===== src/rtl/video_vga_dbl_ctrl_if.sv =====
// Scan-doubler scheduler bus: TV/VGA timing pulses in, line buffer controls out.
interface video_vga_dbl_ctrl_if #(
    parameter int unsigned ADDR_W = 9
);
    logic              hsync_start;
    logic              wr_pix_stb;
    logic              scanout_start;
    logic              rd_pix_stb;
    logic              buf_wr_en;
    logic [ADDR_W:0]   buf_wr_addr;
    logic              buf_rd_en;
    logic [ADDR_W:0]   buf_rd_addr;
    logic              rd_blank;
    logic              line_rep;
    logic              scan_active;
    logic              err_collide;
    logic              err_restart;

    // Timing source / buffer consumer side
    modport master (
        output hsync_start, wr_pix_stb, scanout_start, rd_pix_stb,
        input  buf_wr_en, buf_wr_addr, buf_rd_en, buf_rd_addr, rd_blank,
        input  line_rep, scan_active, err_collide, err_restart
    );

    // Scheduler side
    modport slave (
        input  hsync_start, wr_pix_stb, scanout_start, rd_pix_stb,
        output buf_wr_en, buf_wr_addr, buf_rd_en, buf_rd_addr, rd_blank,
        output line_rep, scan_active, err_collide, err_restart
    );
endinterface


===== src/rtl/video_vga_dbl_ctrl.sv =====
// VGA scan-doubler line buffer scheduler: ping-pong write bank per TV line,
// the completed bank is read out once per VGA line (twice per TV line).
// Optional macro VGA_DBL_BLANK_EN: per-bank written counts drive rd_blank.
module video_vga_dbl_ctrl #(
    parameter int unsigned ADDR_W   = 9,
    parameter int unsigned LINE_PIX = 360
) (
    input logic clk,
    input logic rst,
    video_vga_dbl_ctrl_if.slave bus
);
    localparam int unsigned IDX_W = ADDR_W + 1;
    localparam logic [IDX_W-1:0] LINE_END = IDX_W'(LINE_PIX);
    localparam logic [IDX_W-1:0] LAST_IDX = IDX_W'(LINE_PIX - 1);

    typedef enum logic {IDLE, SCAN} state_t;

    state_t             state;
    logic               wr_bank;
    logic [IDX_W-1:0]   wr_idx;
    logic               rd_bank;
    logic [IDX_W-1:0]   rd_idx;
    logic               wr_en_q;
    logic [IDX_W-1:0]   wr_addr_q;
    logic               rd_en_q;
    logic [IDX_W-1:0]   rd_addr_q;
    logic               blank_q;
    logic               line_rep_q;
    logic               scan_q;
    logic               collide_q;
    logic               restart_q;

    // Write side: bank toggles per TV line, index saturates at LINE_PIX
    always_ff @(posedge clk) begin
        if (rst) begin
            wr_bank   <= 1'b0;
            wr_idx    <= LINE_END;
            wr_en_q   <= 1'b0;
            wr_addr_q <= '0;
        end else begin
            wr_en_q <= 1'b0;
            if (bus.hsync_start) begin
                wr_bank <= ~wr_bank;
                if (bus.wr_pix_stb) begin
                    wr_en_q   <= 1'b1;
                    wr_addr_q <= {~wr_bank, ADDR_W'(0)};
                    wr_idx    <= IDX_W'(1);
                end else begin
                    wr_idx <= '0;
                end
            end else if (bus.wr_pix_stb && (wr_idx < LINE_END)) begin
                wr_en_q   <= 1'b1;
                wr_addr_q <= {wr_bank, wr_idx[ADDR_W-1:0]};
                wr_idx    <= wr_idx + IDX_W'(1);
            end
        end
    end

`ifdef VGA_DBL_BLANK_EN
    logic [IDX_W-1:0] wr_cnt [2];

    // Capture how far the retiring bank was written
    always_ff @(posedge clk) begin
        if (rst) begin
            wr_cnt[0] <= '0;
            wr_cnt[1] <= '0;
        end else if (bus.hsync_start) begin
            wr_cnt[wr_bank] <= wr_idx;
        end
    end
`endif

    // Read FSM: scan the completed bank, track repeat and error conditions
    always_ff @(posedge clk) begin
        if (rst) begin
            state      <= IDLE;
            rd_bank    <= 1'b0;
            rd_idx     <= '0;
            rd_en_q    <= 1'b0;
            rd_addr_q  <= '0;
            blank_q    <= 1'b0;
            line_rep_q <= 1'b0;
            scan_q     <= 1'b0;
            collide_q  <= 1'b0;
            restart_q  <= 1'b0;
        end else begin
            rd_en_q <= 1'b0;
            blank_q <= 1'b0;
            if (bus.scanout_start) begin
                state   <= SCAN;
                scan_q  <= 1'b1;
                rd_idx  <= '0;
                rd_bank <= bus.hsync_start ? wr_bank : ~wr_bank;
                if (state == SCAN) begin
                    restart_q <= 1'b1;
                end
            end else if ((state == SCAN) && bus.rd_pix_stb) begin
                rd_en_q   <= 1'b1;
                rd_addr_q <= {rd_bank, rd_idx[ADDR_W-1:0]};
`ifdef VGA_DBL_BLANK_EN
                blank_q   <= (rd_idx >= wr_cnt[rd_bank]);
`endif
                rd_idx    <= rd_idx + IDX_W'(1);
                if (rd_idx == LAST_IDX) begin
                    state      <= IDLE;
                    scan_q     <= 1'b0;
                    line_rep_q <= 1'b1;
                end
            end
            // A new TV line always starts at its first VGA copy
            if (bus.hsync_start) begin
                line_rep_q <= 1'b0;
            end
            // New write bank lands on the bank still being scanned
            if (bus.hsync_start && !bus.scanout_start && (state == SCAN)
                && (~wr_bank == rd_bank)) begin
                collide_q <= 1'b1;
            end
        end
    end

    assign bus.buf_wr_en   = wr_en_q;
    assign bus.buf_wr_addr = wr_addr_q;
    assign bus.buf_rd_en   = rd_en_q;
    assign bus.buf_rd_addr = rd_addr_q;
    assign bus.rd_blank    = blank_q;
    assign bus.line_rep    = line_rep_q;
    assign bus.scan_active = scan_q;
    assign bus.err_collide = collide_q;
    assign bus.err_restart = restart_q;
endmodule

===== src/flat_wrapper.sv =====
// flat-port wrapper written by rule: the top's interface ports become plain ports
module video_vga_dbl_ctrl_flat 
#(
    parameter int unsigned ADDR_W   = 9,
    parameter int unsigned LINE_PIX = 360
)
  (clk, rst, bus_hsync_start, bus_wr_pix_stb, bus_scanout_start, bus_rd_pix_stb, bus_buf_wr_en, bus_buf_wr_addr, bus_buf_rd_en, bus_buf_rd_addr, bus_rd_blank, bus_line_rep, bus_scan_active, bus_err_collide, bus_err_restart);
  video_vga_dbl_ctrl_if #(.ADDR_W(ADDR_W)) bus_i ();
  input logic clk;
  input logic rst;
  input wire logic [$bits(bus_i.hsync_start)-1:0] bus_hsync_start;
  input wire logic [$bits(bus_i.wr_pix_stb)-1:0] bus_wr_pix_stb;
  input wire logic [$bits(bus_i.scanout_start)-1:0] bus_scanout_start;
  input wire logic [$bits(bus_i.rd_pix_stb)-1:0] bus_rd_pix_stb;
  output wire logic [$bits(bus_i.buf_wr_en)-1:0] bus_buf_wr_en;
  output wire logic [$bits(bus_i.buf_wr_addr)-1:0] bus_buf_wr_addr;
  output wire logic [$bits(bus_i.buf_rd_en)-1:0] bus_buf_rd_en;
  output wire logic [$bits(bus_i.buf_rd_addr)-1:0] bus_buf_rd_addr;
  output wire logic [$bits(bus_i.rd_blank)-1:0] bus_rd_blank;
  output wire logic [$bits(bus_i.line_rep)-1:0] bus_line_rep;
  output wire logic [$bits(bus_i.scan_active)-1:0] bus_scan_active;
  output wire logic [$bits(bus_i.err_collide)-1:0] bus_err_collide;
  output wire logic [$bits(bus_i.err_restart)-1:0] bus_err_restart;
  assign bus_i.hsync_start = bus_hsync_start;
  assign bus_i.wr_pix_stb = bus_wr_pix_stb;
  assign bus_i.scanout_start = bus_scanout_start;
  assign bus_i.rd_pix_stb = bus_rd_pix_stb;
  assign bus_buf_wr_en = bus_i.buf_wr_en;
  assign bus_buf_wr_addr = bus_i.buf_wr_addr;
  assign bus_buf_rd_en = bus_i.buf_rd_en;
  assign bus_buf_rd_addr = bus_i.buf_rd_addr;
  assign bus_rd_blank = bus_i.rd_blank;
  assign bus_line_rep = bus_i.line_rep;
  assign bus_scan_active = bus_i.scan_active;
  assign bus_err_collide = bus_i.err_collide;
  assign bus_err_restart = bus_i.err_restart;
  video_vga_dbl_ctrl #(.ADDR_W(ADDR_W), .LINE_PIX(LINE_PIX)) u_core (.clk(clk), .rst(rst), .bus(bus_i));
endmodule

===== config.mk =====
export PLATFORM = sky130hd
export DESIGN_NAME = video_vga_dbl_ctrl_flat
export DESIGN_NICKNAME = d
export VERILOG_FILES = /design/src/rtl/video_vga_dbl_ctrl_if.sv /design/src/rtl/video_vga_dbl_ctrl.sv /design/src/flat_wrapper.sv
export SDC_FILE = /design/constraint.sdc
export NUM_CORES = 1
export LEC_CHECK = 0
export BUFFER_PORTS_ARGS = -buffer_cell sky130_fd_sc_hd__buf_2
export CORE_AREA = 2 2 82 84
export DETAILED_ROUTE_END_ITERATION = 8
export DIE_AREA = 0 0 84 86
export PLACE_DENSITY = 0.64
export SYNTH_ARGS = -nofsm -noshare
export SYNTH_HDL_FRONTEND = slang
export SYNTH_SLANG_ARGS = --single-unit

===== constraint.sdc =====
create_clock -name clk -period 1.59 [get_ports clk]
set_input_delay 0.318 -clock clk [delete_from_list [all_inputs] [get_ports clk]]
set_output_delay 0.318 -clock clk [all_outputs]
set_load 0.005 [all_outputs]

==> summary.md, run 1 <==
| Metric | Value |
|---|---|
| First-pass GRT wire length | 7.69 mm |
| Worst path max stage delay | 0.48 ns |
| Crit Path Category | register to register |
| HP Class | primary input to register |
| Syn Std Cell Area | 2150 um^2 |
| Critical Path Fanout Max | 10 |
| Die area | 7220 um^2 |
| Final setup viols | 0 |
| Worst-path clk slew | 0.09 ns |
| Antenna Cells | 0 |
| Placed cell areas | 2420 um^2 |
| Routed len/inst | 12.9 um |
| Worst r2r path cells | 4 |
| RSZ-0062 raised after global routing | false |
| Port Buf Inserts | 31 |
| DRC | 0 |
| EDFF count, synth | 0 |
| Critical path arrival | 1.74 ns |
| Syn avg cell area | 9.31 um^2 |
| Layout cells sized above 1 | 22.4% |
| HPWL Detailed | 3.22 mm |
| Most frequent cells in the layout | 47 x dfxtp_1, 33 x nor2_1, 31 x buf_2 |
| Overall die height | 86 um |
| Num CTS Buffers | 5 |
| Outcome | finished, final reports clean |
| Maximum clock rate | 667 MHz |
| Distinct cells, synth | 51 |
| Primary FF master, synth | dfxtp_1 |
| Crit start category | register |
| Cells after Synth | 231 |
| Area grow syn2layout | 17.9% |
| Crit-path cells | nor3b_4 > a21oi_4 > or4_1 > nand3_1 |
| Initial antenna violation count | 0 |
| Synth async-reset ratio | 0% |
| Die Wd | 84 um |
| Slowest stage cell, crit path | or4_1 |
| Post-synthesis sequential area ratio | 44.7% |
| Number of clock sinks seen by CTS | 48 |
| Worst Path Required | 1.84 ns |
| Core Area | 6280 um^2 |
| Vias in the first global route | 1,668 |
| Most common cell after layout, fill and taps aside | dfxtp_1 |
| VDD IR max | 0.000415 V |
| GPL Wtd Cong | 0.843 |
| PwrDens | 937 nW/um^2 |
| Hold Path Depth | 2 |
| Nets | 275 |
| H-tree depth | 2 |
| Fill count | 614 |
| Initial DRC count | 67 |
| Clock root buffer | clkbuf_8 |
| Via density | 5.04 |
| TritonCTS clock tree | built |
| Pre-Repair DR Iteration Count | 4 |
| Antenna Nets Post-Route | 0 |
| Via Count | 1,740 |
| Max-cap viol count | 0 |
| Largest net degree at the start of global routing | 18 |
| Slew Limit Fails | 0 |
| YS warnings | 0 |
| Type of destination of the critical path | register |
| Rows | 29 |
| Final wirelength | 4.45 mm |
| Syn nets | 239 |
| Gr ovfl total | 0 |
| Final setup TNS | 0 ns |
| #FFs+latches synth | 48 |
| Finished Cell Area | 2530 um^2 |
| Clock latency at the later pin of the worst-skew pair | 0.30 ns |
| Initial core utilization | 34.3% |
| Clock buffer depth | 2 |
| Endpoints failing hold | 0 |
| Final period utilization | 94.3% |
| Ports | 33 |
| Post-layout min period | 1.50 ns |
| Skew final | 0.0101 ns |
| Leak | 0.00107 uW |
| GRT Overall Usage | 13.1% |
==> per-layer routing <==
layer / vias up / global-route usage [%] / wire length (um) / part of all wire [%]
li1: 890 / - / - / -
met1: 822 / 16.1 / 2130 / 48
met2: 22 / 22.3 / 2120 / 48
met3: 6 / 3.27 / 129 / 2.9
met4: 0 / 4.69 / 67 / 1.5
met5: - / 0 / 0 / 0
==> through the flow <==
step           setup slack, ns  utilization [%]  cells  power (uW)  hold WS, ns
3_5_place_dp            0.0858             38.5    337        1540        0.458
3_3_place_gp             0.123             38.5    337        1530        0.447
4_1_cts                 0.0683             40.2    345        2400        0.303
5_1_grt                0.00935             40.4    345        2480        0.318
6_report                0.0907             40.4    345        2370        0.315
2_1_floorplan            0.216                -    231        1450        0.431
==> timing repair <==
item,in CTS,in global routing
buffers inserted,0,0
hold buffers,0,0
gates resized for setup,0,3
endpoints found under the setup margin,0,7
==> power breakdown <==
part,switching (uW),leakage (uW),internal (uW)
combinational,134,0.000624,109
clock,396,0.0000552,467
sequential,32.0,0.000391,1240
==> logic make-up (layout without fill, tap and decap cells) <==
group                      Yosys count  in the layout  synth area share [%]
AOI/OAI and AO/OA                   36             36                  12.3
adders and majority gates            2              2                  1.16
buffers and inverters               17             54                  4.19
DFF                                 48             48                  44.7
muxes                               14             14                  6.57
other                                1              1                 0.174
and+or+nand+nor                    101            101                  26.1
xor gates and xnor gates            12             12                  4.89
==> synth_stat cells, types with 5 or more instances <==
library cell  count  area [um^2]
dfxtp_1          48          961
nor2_1           33          124
nand2_1          14         52.6
mux2i_1          13          130
xor2_1           10         87.6
nand3b_1          9         67.6
a21oi_1           8         40.0
clkbuf_1          8         30.0
nand3_1           7         35.0
a31oi_1           6         37.5
nand4_1           6         37.5
nor3_1            5         25.0
==> state kept, by name, indices dropped and copies added, names as in the netlist <==
register                count
u_core.bus.buf_wr_en        1
u_core.bus.buf_wr_addr     10
u_core.rd_bank              1
u_core.bus.err_restart      1
u_core.bus.err_collide      1
u_core.bus.scan_active      1
u_core.bus.buf_rd_en        1
u_core.wr_idx              10
u_core.wr_bank              1
u_core.bus.buf_rd_addr     10
u_core.rd_idx              10
u_core.bus.line_rep         1
==> area by class of cell <==
type	count	area, um^2	share of cell area [%]
multi-input cells	166	1110	43.7
repair buffers	44	253	9.97
well taps	77	96.3	3.80
clock buffers	6	72.6	2.86
clock inverters	2	35.0	1.38
flip-flops and latches	48	962	38.0
inverters	2	7.51	0.296
==> final timing paths <==
path	start	endpoint	slack, ns
max	u_core.wr_idx[7]$_SDFFE_PP0P_	u_core.wr_idx[3]$_SDFFE_PP1P_	0.09
min	bus_rd_pix_stb	u_core.bus.scan_active$_SDFFE_PP0P_	0.31
max reg2reg	u_core.wr_idx[7]$_SDFFE_PP0P_	u_core.wr_idx[3]$_SDFFE_PP1P_	0.09
min reg2reg	u_core.bus.err_restart$_SDFFE_PP0P_	u_core.bus.err_restart$_SDFFE_PP0P_	0.47
==> worst max-delay path, delay by kind of cell, from the launching register on <==
family / cells / cell delay [ns]
simple gates: 3 / 0.90
flops: 1 / 0.40
compound gates: 1 / 0.16
Note: power is estimated with default switching activity, not from simulation.
==> run 2, diff against run 1 <==
--- a/config.mk
+++ b/config.mk
@@ -5,11 +5,12 @@
 export SDC_FILE = /design/constraint.sdc
 export NUM_CORES = 1
 export LEC_CHECK = 0
+export ABC_AREA = 1
 export BUFFER_PORTS_ARGS = -buffer_cell sky130_fd_sc_hd__buf_2
-export CORE_AREA = 2 2 82 84
+export CORE_AREA = 2 2 79 81
 export DETAILED_ROUTE_END_ITERATION = 8
-export DIE_AREA = 0 0 84 86
-export PLACE_DENSITY = 0.64
+export DIE_AREA = 0 0 81 83
+export PLACE_DENSITY = 0.65
 export SYNTH_ARGS = -nofsm -noshare
 export SYNTH_HDL_FRONTEND = slang
 export SYNTH_SLANG_ARGS = --single-unit
==> summary.md, run 2 <==
| Metric | Value |
|---|---|
| Maximum clock rate | 718 MHz (+7.7%) |
| Post-layout min period | 1.39 ns (-0.107 ns) |
| YS warnings | 0 (unchanged) |
| Clock latency at the later pin of the worst-skew pair | 0.31 ns (about the same) |
| Cell taking the most area after synthesis | dfxtp_1 |
| Via Count | 1,726 (-0.80%) |
| Crit Path Category | register to register |
| Finished Cell Area | 2330 um^2 (-8.1%) |
| Worst Path Required | 1.85 ns (about the same) |
| Via density | 4.60 (-8.7%) |
| Layout cells sized above 1 | 19.7% (-2.7 points) |
| Synth async-reset ratio | 0% (unchanged) |
| Ports | 33 (unchanged) |
| Area occupied by multi-input gates | 878 um^2 (-21%) |
| Die area | 6720 um^2 (-6.9%) |
| Most frequent cells in the layout | 48 x dfxtp_1, 44 x nand2_1, 33 x nor2_1 |
| Leak | 0.00100 uW (-6.1%) |
| TritonCTS clock tree | built |
| Cells after Synth | 266 (+15%) |
| Routed len/inst | 10.9 um (-15%) |
| GPL Wtd Cong | 0.848 (+0.59%) |
| CTS resizes | 0 (unchanged) |
| Clock root buffer | clkbuf_8 |
| Pre-Repair DR Iteration Count | 4 (unchanged) |
| Worst setup startpoint | u_core.wr_idx[0]$_SDFFE_PP0P_ |
| Syn Std Cell Area | 2010 um^2 (-6.7%) |
| Initial DRC count | 85 (+27%) |
| Final setup TNS | 0 ns (unchanged) |
| Antenna Cells | 0 (unchanged) |
| Clock buffer depth | 2 (unchanged) |
| Synth top area share | 47.9% (+3.2 points) |
| H-tree depth | 2 (unchanged) |
| Hold Crit Start | bus_scanout_start |
| Number of clock sinks seen by CTS | 48 (unchanged) |
| Fill count | 630 (+2.6%) |
| VDD IR max | 0.000369 V (-11%) |
| Most common cell after layout, fill and taps aside | dfxtp_1 |
| #FFs+latches synth | 48 (unchanged) |
| Slew Limit Fails | 0 (unchanged) |
| HPWL Detailed | 3.09 mm (-4.2%) |
| Final wirelength | 4.10 mm (-7.8%) |
| Initial core utilization | 34.5% (+0.22 points) |
| Primary FF master, synth | dfxtp_1 |
| Placed cell areas | 2230 um^2 (-7.6%) |
| DRC | 0 (unchanged) |
| Die Wd | 81 um (-3.6%) |
| Rows | 28 (-3.4%) |
| Reg-to-Reg Start | u_core.wr_idx[0]$_SDFFE_PP0P_ |
| Critical Path Fanout Max | 5 (-5) |
| Nets | 307 (+12%) |
| HP Class | primary input to register |
| Syn avg cell area | 7.54 um^2 (-19%) |
| Distinct cells, synth | 29 (-43%) |
| Num CTS Buffers | 5 (unchanged) |
| Final period utilization | 87.6% (-6.7 points) |
| Port Buf Inserts | 31 (unchanged) |
| Setup bufs post-CTS | 0 (unchanged) |
| Final setup viols | 0 (unchanged) |
| Crit start category | register |
| GRT Overall Usage | 12.8% (-0.27 points) |
| Gr ovfl total | 0 (unchanged) |
| Post-CTS Hold Buffers | 0 (unchanged) |
| Top-count cell post-synth | dfxtp_1 |
| Endpoints failing hold | 0 (unchanged) |
| RSZ-0062 raised after global routing | false |
| Max-cap viol count | 0 (unchanged) |
| Overall die height | 83 um (-3.5%) |
| Post-synth top cells | 48 x dfxtp_1, 44 x nand2_1, 33 x nor2_1 |
| Type of destination of the critical path | register |
| PwrDens | 955 nW/um^2 (+2.0%) |
| Post-synthesis sequential area ratio | 47.9% (+3.2 points) |
| Vias in the first global route | 1,508 (-9.6%) |
| Outcome | finished, final reports clean |
| Largest net degree at the start of global routing | 21 (+3) |
| Antenna Nets Post-Route | 0 (unchanged) |
| Syn nets | 274 (+15%) |
| Core Area | 5820 um^2 (-7.4%) |
| Area grow syn2layout | 16.1% |
| Initial antenna violation count | 0 (unchanged) |
| Critical path arrival | 1.65 ns (-0.09 ns) |
| Skew final | 0.0105 ns (+0.000356 ns) |
| EDFF count, synth | 0 (unchanged) |
| Sequential cell area | 961 um^2 (-0.13%) |
| Area contributors post-synth | dfxtp_1 48%, nand2_1 8.2%, a21oi_1 7.2%, nor2_1 6.2%, inv_1 5.2% |
| Worst-path clk slew | 0.10 ns (about the same) |
| First-pass GRT wire length | 6.85 mm (-11%) |
-- run 2: cell types whose count changed in the layout (fill, tap and decap cells not counted), sizes merged, moves of 7 or more --
cell	before	now
mux2i	13	0
nand2	14	47
xor2	10	3
nand3b	9	0
buf	44	34
a21oi	9	30
inv	2	34
o21ai	6	19
nand3	7	23
-- run 2: cell type report --
class | instances | area share, %
Sequential cell | 48 | 41.3
Multi-Input combinational cell | 178 | 37.7
Timing Repair Buffer | 34 | 7.63
Inverter | 32 | 5.27
Tap cell | 75 | 4.03
Clock buffer | 5 | 2.96
Clock inverter | 3 | 1.13
-- run 2: critical path, stage by stage (launching register included) --
cell and delay (ns):
dfxtp_1 0.41, ha_1 0.22, nand2_1 0.09, nor3_1 0.28, nand2_1 0.09, nor2_1 0.09, o21ai_0 0.09, nand2_1 0.07
-- run 2: logic make-up (layout without fill, tap and decap cells) --
family	Yosys count	after routing	share of synthesized area (%)
AO/OA/AOI/OAI	54	54	14.2
XOR/XNOR	3	3	1.31
adder cells (fa/ha/maj)	2	2	1.25
buffers and inverters	40	74	8.30
flip-flops	48	48	47.9
other	1	1	0.187
AND/OR/NAND/NOR	118	118	26.8
-- run 2: stage by stage --
stage,std cells,util [%],power (uW),setup WS (ns),hold slack [ns]
5_1_grt,375,40.0,2350,0.0103,0.355
3_3_place_gp,367,38.4,1490,0.230,0.437
2_1_floorplan,266,-,1430,0.405,0.416
3_5_place_dp,367,38.4,1490,0.175,0.441
4_1_cts,375,40.0,2250,0.205,0.334
6_report,375,40.0,2220,0.197,0.332
-- run 2: path summary, 6_finish.rpt --
path / endpoint / slack (ns) / depth (start not counted)
max reg2reg: u_core.wr_idx[8]$_SDFFE_PP1P_ / 0.20 / 7
min: u_core.bus.err_restart$_SDFFE_PP0P_ / 0.33 / 3
max: u_core.wr_idx[8]$_SDFFE_PP1P_ / 0.20 / 7
min reg2reg: u_core.bus.line_rep$_SDFFE_PP0P_ / 0.45 / 2
-- run 2: per-layer routing --
layer,track usage [%],up-vias,wire (um)
met5,0,-,0
met4,3.24,0,42
met3,3.70,5,155
met2,19.8,29,1890
met1,17.4,769,2010
li1,-,923,-
-- run 2: power by group --
group          internal, uW  switching [uW]  total, uW
Clock                   324             436        760
Sequential             1240            29.7       1270
Combinational          69.4             122        191
